`src/rtl/uart_tx_mmio_if.sv`:
```
// uart_tx_mmio_if: CPU data-bus store/readback signals seen by the UART transmitter.
interface uart_tx_mmio_if;
  logic [31:0] addr;
  logic [31:0] wdata;
  logic [3:0]  byte_enable;
  logic        mem_write;
  logic [31:0] rdata;

  modport master (output addr, output wdata, output byte_enable, output mem_write, input rdata);
  modport slave  (input addr, input wdata, input byte_enable, input mem_write, output rdata);
endinterface

```
`src/rtl/uart_tx_mmio.sv`:
```
// uart_tx_mmio: memory-mapped UART transmitter. Stores to BASE_ADDR queue a byte in the
// TX FIFO; bytes are serialised 8N1 on txd. STATUS (BASE_ADDR+4) is read back on rdata.
// Optional: define UART_PARITY_EN for 8E1 framing (even parity bit between data and stop).
module uart_tx_mmio #(
  parameter int unsigned CLKS_PER_BIT = 234,
  parameter int unsigned FIFO_DEPTH   = 16,
  parameter logic [31:0] BASE_ADDR    = 32'h8000_0000
) (
  input  logic          clk,
  input  logic          resetn,
  uart_tx_mmio_if.slave bus,
  output logic          txd,
  output logic          tx_busy
);
  localparam int unsigned BAUD_W = $clog2(CLKS_PER_BIT);
  localparam int unsigned PTR_W  = $clog2(FIFO_DEPTH);
  localparam int unsigned CNT_W  = PTR_W + 1;
  localparam logic [31:0] STATUS_ADDR = BASE_ADDR + 32'd4;

  typedef enum logic [2:0] {
    S_IDLE  = 3'd0,
    S_START = 3'd1,
    S_DATA  = 3'd2,
    S_STOP  = 3'd3
`ifdef UART_PARITY_EN
    , S_PARITY = 3'd4
`endif
  } state_t;

  state_t              state, state_nxt;
  logic [BAUD_W-1:0]   baud_cnt;
  logic [2:0]          bit_idx;
  logic [7:0]          shift, shift_nxt;
  logic                txd_nxt;
  logic                baud_done;
  logic [7:0]          mem [FIFO_DEPTH];
  logic [PTR_W-1:0]    wr_ptr, rd_ptr;
  logic [CNT_W-1:0]    count, count_nxt;
  logic                fifo_empty, fifo_full;
  logic                overflow;
  logic [7:0]          head;
  logic                wr_data_c, clr_ovf_c, push_c, pop_c, tx_busy_nxt_c;
  logic                unused_bits;
`ifdef UART_PARITY_EN
  logic                parity;
`endif

  assign unused_bits = ^{bus.wdata[31:8], bus.byte_enable[3:1]};

  // Store decode: only byte lane 0 carries register data
  assign wr_data_c = bus.mem_write && (bus.addr == BASE_ADDR) && bus.byte_enable[0];
  assign clr_ovf_c = bus.mem_write && (bus.addr == STATUS_ADDR) && bus.byte_enable[0] && bus.wdata[3];

  assign fifo_empty = (count == '0);
  assign fifo_full  = (count == CNT_W'(FIFO_DEPTH));
  assign head       = mem[rd_ptr];
  assign baud_done  = (baud_cnt == BAUD_W'(CLKS_PER_BIT - 1));
  // A full FIFO still accepts a push when the serialiser pops on the same edge
  assign push_c     = wr_data_c && (!fifo_full || pop_c);

  // FIFO occupancy after this edge
  always_comb begin
    count_nxt = count;
    if (push_c && !pop_c)      count_nxt = count + CNT_W'(1);
    else if (pop_c && !push_c) count_nxt = count - CNT_W'(1);
  end

  assign tx_busy_nxt_c = (state_nxt != S_IDLE) || (count_nxt != '0);

  // FSM state register
  always_ff @(posedge clk or negedge resetn) begin
    if (!resetn) state <= S_IDLE;
    else         state <= state_nxt;
  end

  // FSM next state, FIFO pop, shift register load/shift and next line level
  always_comb begin
    state_nxt = state;
    pop_c     = 1'b0;
    shift_nxt = shift;
    txd_nxt   = 1'b1;
    case (state)
      S_IDLE: begin
        if (!fifo_empty) begin
          pop_c     = 1'b1;
          shift_nxt = head;
          state_nxt = S_START;
        end
      end
      S_START: begin
        if (baud_done) state_nxt = S_DATA;
      end
      S_DATA: begin
        if (baud_done) begin
          if (bit_idx == 3'd7) begin
`ifdef UART_PARITY_EN
            state_nxt = S_PARITY;
`else
            state_nxt = S_STOP;
`endif
          end else begin
            shift_nxt = {1'b0, shift[7:1]};
          end
        end
      end
`ifdef UART_PARITY_EN
      S_PARITY: begin
        if (baud_done) state_nxt = S_STOP;
      end
`endif
      S_STOP: begin
        if (baud_done) begin
          if (!fifo_empty) begin
            pop_c     = 1'b1;
            shift_nxt = head;
            state_nxt = S_START;
          end else begin
            state_nxt = S_IDLE;
          end
        end
      end
      default: state_nxt = S_IDLE;
    endcase
    case (state_nxt)
      S_START:  txd_nxt = 1'b0;
      S_DATA:   txd_nxt = shift_nxt[0];
`ifdef UART_PARITY_EN
      S_PARITY: txd_nxt = parity;
`endif
      default:  txd_nxt = 1'b1;
    endcase
  end

  // Serialiser datapath: baud counter, bit index, shift register, registered line/busy
  always_ff @(posedge clk or negedge resetn) begin
    if (!resetn) begin
      baud_cnt <= '0;
      bit_idx  <= 3'd0;
      shift    <= 8'd0;
      txd      <= 1'b1;
      tx_busy  <= 1'b0;
`ifdef UART_PARITY_EN
      parity   <= 1'b0;
`endif
    end else begin
      baud_cnt <= (state == S_IDLE || baud_done) ? '0 : baud_cnt + BAUD_W'(1);
      if (state == S_DATA && baud_done) bit_idx <= bit_idx + 3'd1;
      shift    <= shift_nxt;
      txd      <= txd_nxt;
      tx_busy  <= tx_busy_nxt_c;
`ifdef UART_PARITY_EN
      if (pop_c) parity <= ^head;
`endif
    end
  end

  // FIFO pointers, occupancy and sticky overflow (clear beats a same-cycle set)
  always_ff @(posedge clk or negedge resetn) begin
    if (!resetn) begin
      wr_ptr   <= '0;
      rd_ptr   <= '0;
      count    <= '0;
      overflow <= 1'b0;
    end else begin
      if (push_c) wr_ptr <= wr_ptr + PTR_W'(1);
      if (pop_c)  rd_ptr <= rd_ptr + PTR_W'(1);
      count <= count_nxt;
      if (clr_ovf_c)                                overflow <= 1'b0;
      else if (wr_data_c && fifo_full && !pop_c)    overflow <= 1'b1;
    end
  end

  // FIFO storage
  always_ff @(posedge clk) begin
    if (push_c) mem[wr_ptr] <= bus.wdata[7:0];
  end

  // STATUS readback, one cycle behind the live flags
  always_ff @(posedge clk or negedge resetn) begin
    if (!resetn) bus.rdata <= 32'd0;
    else         bus.rdata <= {19'd0, 9'(count), overflow, tx_busy, fifo_full, fifo_empty};
  end
endmodule

```
`src/flat_wrapper.sv`:
```
// flat-port wrapper written by rule: the top's interface ports become plain ports
module uart_tx_mmio_flat 
#(
  parameter int unsigned CLKS_PER_BIT = 234,
  parameter int unsigned FIFO_DEPTH   = 16,
  parameter logic [31:0] BASE_ADDR    = 32'h8000_0000
)
  (clk, resetn, txd, tx_busy, bus_addr, bus_wdata, bus_byte_enable, bus_mem_write, bus_rdata);
  uart_tx_mmio_if bus_i ();
  input  logic clk;
  input  logic resetn;
  output logic txd;
  output logic tx_busy;
  input wire logic [$bits(bus_i.addr)-1:0] bus_addr;
  input wire logic [$bits(bus_i.wdata)-1:0] bus_wdata;
  input wire logic [$bits(bus_i.byte_enable)-1:0] bus_byte_enable;
  input wire logic [$bits(bus_i.mem_write)-1:0] bus_mem_write;
  output wire logic [$bits(bus_i.rdata)-1:0] bus_rdata;
  assign bus_i.addr = bus_addr;
  assign bus_i.wdata = bus_wdata;
  assign bus_i.byte_enable = bus_byte_enable;
  assign bus_i.mem_write = bus_mem_write;
  assign bus_rdata = bus_i.rdata;
  uart_tx_mmio #(.CLKS_PER_BIT(CLKS_PER_BIT), .FIFO_DEPTH(FIFO_DEPTH), .BASE_ADDR(BASE_ADDR)) u_core (.clk(clk), .resetn(resetn), .bus(bus_i), .txd(txd), .tx_busy(tx_busy));
endmodule
```
`config.mk`:
```
export PLATFORM = sky130hd
export DESIGN_NAME = uart_tx_mmio_flat
export DESIGN_NICKNAME = d
export VERILOG_FILES = /design/src/rtl/uart_tx_mmio_if.sv /design/src/rtl/uart_tx_mmio.sv /design/src/flat_wrapper.sv
export SDC_FILE = /design/constraint.sdc
export NUM_CORES = 1
export LEC_CHECK = 0
export ABC_AREA = 1
export CORE_MARGIN = 2
export CORE_UTILIZATION = 25
export CTS_CLUSTER_DIAMETER = 80
export DETAILED_ROUTE_END_ITERATION = 8
export DONT_BUFFER_PORTS = 1
export SYNTH_ARGS = -nofsm -noshare
export SYNTH_HDL_FRONTEND = slang
export SYNTH_SLANG_ARGS = --single-unit
```
`constraint.sdc`:
```
create_clock -name clk -period 3.13 [get_ports clk]
set_input_delay 0.626 -clock clk [delete_from_list [all_inputs] [get_ports clk]]
set_output_delay 0.626 -clock clk [all_outputs]
set_load 0.01 [all_outputs]
```
Word level (Yosys, flattened, before mapping)
Memory sizes are Yosys's and may differ from the RTL's.
Cells that the tools add are included.
Storage, ports and cells
  output and inout bits: 34
  register bits after elaboration: 47
  memory bits (writable): 128
  memories: 1
  input port bits: 71
Memories
  u_core.mem: depth 16, width 8, rd ports 1, clocked after memory_dff 0, write ports 1, line uart_tx_mmio.sv:36  | logic [7:0] mem [FIFO_DEPTH];
Operators by class
  mux-type cells: 23
  $add $sub $neg: 6
  reductions and logical operators: 24
  equality and inequality tests: 13
Operator list (number)
  $eq A32 B32 Y1 const B: 2
  $mux W8: 5
  $pmux W8 S3: 1
  $mux W3: 5
  $pmux W3 S4: 1
  $logic_and A1 B1 Y1: 11
  $mux W5: 2
  $eq A3 B2 Y1 const B: 3
  $add A4 B1 Y4 const B: 2
  $add A8 B1 Y8 const B: 1
  $eq A8 B8 Y1 const B: 1
  $mux W1: 7
  $eq A3 B1 Y1 const B: 2
  $reduce_bool A3 Y1: 2
  $add A5 B1 Y5 const B: 1
  $eq A5 B5 Y1 const B: 1
  $logic_not A5 Y1: 1
  $reduce_bool A5 Y1: 1
  $sub A5 B1 Y5 const B: 1
  $ne A2 B1 Y1 const B: 2
  $pmux W1 S2: 2
  $reduce_and A4 Y1: 1
  $add A3 B1 Y3 const B: 1
  $eq A3 B3 Y1 const B: 1
  other kinds (5): 9

Longest topological paths before layout
  word-level depth: 12
  depth in mapped cells: 15

Worst setup path after synthesis
OpenSTA, ideal clock, no wires.
  path kind: input to register
  from: input port bus_addr[23]
  to: memory u_core.mem[4][0] (enable)
  path slack: 0.833 ns
  buffers on the path: 1
  arrival: 1.927 ns
  data required time: 2.760 ns
  stages on the path: 10
  cell sequence: nor2_1 -> nand2_1 -> nor2_1 -> nand2_1 -> nor2_1 -> nand2_1 -> nor2_4 -> buf_6 -> nand2_1 -> nor2_1
On the way
  longest elaborated chain between the ends: 6
Ends and longest elaborated chain
  start, declared: line flat_wrapper.sv:14  | input wire logic [$bits(bus_i.addr)-1:0] bus_addr;
  $eq A32 B32 Y1: line uart_tx_mmio.sv:51  | assign wr_data_c = bus.mem_write && (bus.addr == BASE_ADDR) && bus.byte_enable[0];
  $logic_and A1 B1 Y1 (2 in a row): line uart_tx_mmio.sv:51
  $logic_and A1 B1 Y1: line uart_tx_mmio.sv:59  | assign push_c = wr_data_c && (!fifo_full || pop_c);
  $mux W1: line uart_tx_mmio.sv:175  | if (push_c) mem[wr_ptr] <= bus.wdata[7:0];
  $mux W1 (not written as such): line uart_tx_mmio.sv:175
  end, declared: line uart_tx_mmio.sv:36
Every way passes these cells.

Worst setup path after layout
  from: register u_core.baud_cnt[1]
  to: memory u_core.mem[12][4] (enable)
On the way
  longest elaborated chain between the ends: 7
Ends and longest elaborated chain
  start, declared: line uart_tx_mmio.sv:31  | logic [BAUD_W-1:0] baud_cnt;
  start signal, assigned: line uart_tx_mmio.sv:146  | baud_cnt <= (state == S_IDLE || baud_done) ? '0 : baud_cnt + BAUD_W'(1);
  $eq A8 B8 Y1: line uart_tx_mmio.sv:57  | assign baud_done = (baud_cnt == BAUD_W'(CLKS_PER_BIT - 1));
  $mux W1: line uart_tx_mmio.sv:112  | if (baud_done) begin
  $pmux W1 S2: line uart_tx_mmio.sv:82  | case (state)
  $logic_or A1 B1 Y1: line uart_tx_mmio.sv:59
  $logic_and A1 B1 Y1: line uart_tx_mmio.sv:59
  $mux W1: line uart_tx_mmio.sv:175
  $mux W1 (not written as such): line uart_tx_mmio.sv:175
Every way passes these cells.

==> results_dict.tcl <==
set metrics [dict create \
    outcome "completed" \
    ys_types 41 \
    wire_per_inst_um 14.59 \
    worst_slew_pin_slew_ps 828.3 \
    whs_ps 27.22 \
    drt_iter0_markers 443 \
    rr_worst_depth 13 \
    numCtsBuffers 17 \
    async_flop_share 0.2686 \
    period_needed_ps 2312 \
    grt_max_degree 83 \
    synth-seq-area-share 0.6261 \
    drive_gt1_frac 0.09594 \
    wirelength_mm 17.73 \
    clkSlewWorstSetupHoldPaths_ps 80 \
    synth_warnings 0 \
    core_area_sq_um 31560 \
    required_ps 3270 \
    synth_edf_count 128 \
    fp.dieW_um 183.1 \
    row_count 65 \
    critPathTopFamily "simple AND/OR/NAND/NOR gates" \
    h-tree-depth 4 \
    port_buffers 0 \
    arrival_ps 2450 \
    dieArea_sq_um 33530 \
    rrSetupSlack_ps 820 \
    worst_clock_skew_ps 19.79 \
    path_cells "inv_1, ha_1, nand2_1, nor2_4, nand2_4, nand2_8, nand2_1, nand2_1, inv_2, nor2_4, nand2_1, nor2_1, buf_4" \
    ctsHoldBuffers 1 \
    synth.area.top_cells "edfxtp_1 48%, dfrtp_1 14%, nor2_1 6.9%" \
    cts_root_buf "clkbuf_16" \
    drc 0 \
    critPathBufInv 3 \
    power_mw 6.899 \
    p_int_mw 4.358 \
    final_util 0.2903 \
    area_growth_syn_to_layout_pct 14.21 \
    synth-seq-cells 175 \
    pwr-share-clk 0.319 \
    crit_slowest_cell "dfrtp_1" \
    power_frac_comb 0.269 \
    dr.pass1.iters 5 \
    start_kind "register" \
    clockBufferDepth 2 \
    first_global_vias 5120 \
    switchingPower_mw 2.540 \
    ant_nets 0 \
    start_util 0.2542 \
    placed_area_sq_um 8494 \
    vias_per_cell 4.440 \
    finalWeightedCongestion 0.7630 \
    grtUsageTotal 0.1087 \
    reg2reg_to "u_core.mem[12][4]" \
    synth_ff_type "edfxtp_1" \
    fin_nets 883 \
    clock_sinks 175 \
    seqPwrFrac 0.412 \
    critPathKind "reg -> reg" \
    cts_tree "yes" \
    fmax_mhz 432.6 \
    maxSlewViolCount 0 \
    fin_area_sq_um 9160 \
    vdd_ir_drop_max_mv 0.4676 \
    cpPeakStageDelay_ps 400 \
    powerDensity_nw_per_um2 753.1 \
    syn_avg_cell_area_sq_um 10.24 \
    fin_crit_sh 0.7385 \
    vias 5395 \
    synth_common_cells "147 x nor2_1, 128 x edfxtp_1, 121 x nand2_1" \
    post_cts_buffers 0 \
    p_sw_frac 0.3682 \
    cellLeakagePower_nw 3.578 \
    grt_setup_unrepaired "no" \
    cap_viol_max_count 0 \
    critPathCaptureType "register" \
    dp_hpwl_mm 11.36 \
    syn-instance-count 783 \
    synth_area_sq_um 8020 \
    synth_top_cell_area_share 0.4793 \
    slew_headroom 0.4478 \
    finalSetupViolations 0 \
    grt_pass1_wl_mm 27.99 \
    antenna_found_initial 0 \
    die_y_um 183.1 \
    antenna_cells 0 \
    worstPathMaxFanout 10 \
    synth_most_common_cell "nor2_1" \
    ctsResizeCount 0 \
    yosysTopAreaCell "edfxtp_1" \
    r2r_start "u_core.baud_cnt[1]" \
    setup_tns_ps 0 \
    grt_overflow 0 \
    pin_count 105 \
    hold_viol_final 0 \
    insertion_delay_ps 450 \
    min_path_type "in -> async" \
    crit_top_cell "nand2_1" \
]
[per-stage QoR]
stage	setup slack, ps	cells
after global routing	575.7	1215
after detailed placement	716.4	1181
after global placement	749.7	1181
final	818.4	1215
after floorplan	832.9	806
after CTS	797.1	1214
[layout by cell type, fill, tap and decap left out, drive strengths merged]
cell type	count
buf	25
dfstp	1
dlygate4sd3	1
nand2	127
conb	24
a211oi	2
o21ai	76
mux2	2
nor2	151
nand4	5
edfxtp	128
xnor2	2
inv	67
dfrtp	46
o211ai	14
ha	12
nand3b	1
nor3	4
clkbuf	17
a31oi	2
nand3	40
clkinv	9
o221ai	2
clkinvlp	1
a41oi	1
and2	2
nor3b	4
a21oi	29
xor2	12
o22ai	6
[cell type report]
type / instances / area [sq um]
clock buffers: 17 / 425.4
clock inverters: 15 / 202.7
fillers: 3204 / 22400
inverters: 62 / 237.7
multi-input cells: 518 / 2539
flip-flops and latches: 175 / 5022
well taps: 402 / 503.0
repair buffers: 26 / 230.2
[how the worst max path moves through the flow]
stage | from | to | slack (ps) | depth (start not counted)
2_1_floorplan | bus_addr[23] | u_core.mem[4][0] | 830 | 10
3_3_place_gp | bus_addr[13] | u_core.mem[6][3] | 750 | 10
3_5_place_dp | bus_addr[13] | u_core.mem[12][3] | 720 | 10
4_1_cts | u_core.baud_cnt[1] | u_core.mem[12][4] | 800 | 13
5_1_grt | u_core.baud_cnt[1] | u_core.mem[4][5] | 580 | 13
6_report | u_core.baud_cnt[1] | u_core.mem[12][4] | 820 | 13
[flip-flops by register name (all words and copies together) (netlist names), 3 cells and up]
register	flops
u_core.baud_cnt	8
u_core.state	3
u_core.bit_idx	3
u_core.shift	8
u_core.wr_ptr	4
u_core.bus.rdata	9
u_core.mem	128
u_core.rd_ptr	4
u_core.count	5
[cell families (layout without fill, tap and decap cells)]
logic type / Yosys count / count (layout) / share of synthesized area
xor gates and xnor gates: 14 / 14 / 0.01529
adders and majority gates: 12 / 12 / 0.01872
DFF: 175 / 175 / 0.6261
and+or+nand+nor: 334 / 334 / 0.1785
AOI/OAI and AO/OA: 132 / 132 / 0.09002
muxes: 2 / 2 / 0.002808
buffers and inverters: 113 / 120 / 0.06818
other: 1 / 24 / 0.0004676
[worst reg2reg max path, stage by stage, from the launching register on]
cell	delay, ps
dfrtp_1	400
inv_1	60
ha_1	140
nand2_1	80
nor2_4	110
nand2_4	90
nand2_8	110
nand2_1	110
nand2_1	100
inv_2	60
nor2_4	210
nand2_1	190
nor2_1	130
buf_4	200
[routing by layer]
metal  vias up  track usage  part of all wire
met4         0      0.03488             0.014
li1       2632            -                 -
met5         -            0                 0
met3        17      0.02323             0.065
met2       184       0.1827              0.48
met1      2562       0.1399              0.44
[power groups by stage]
stage,Combinational (mW),Clock [mW],Sequential [mW]
after floorplan,1.42,0,2.80
after global placement,1.82,0,2.90
after detailed placement,1.85,0,2.90
after CTS,1.88,2.24,2.85
after global routing,2.12,2.33,2.87
final,1.85,2.20,2.84
(Power assumes the default switching activity.)
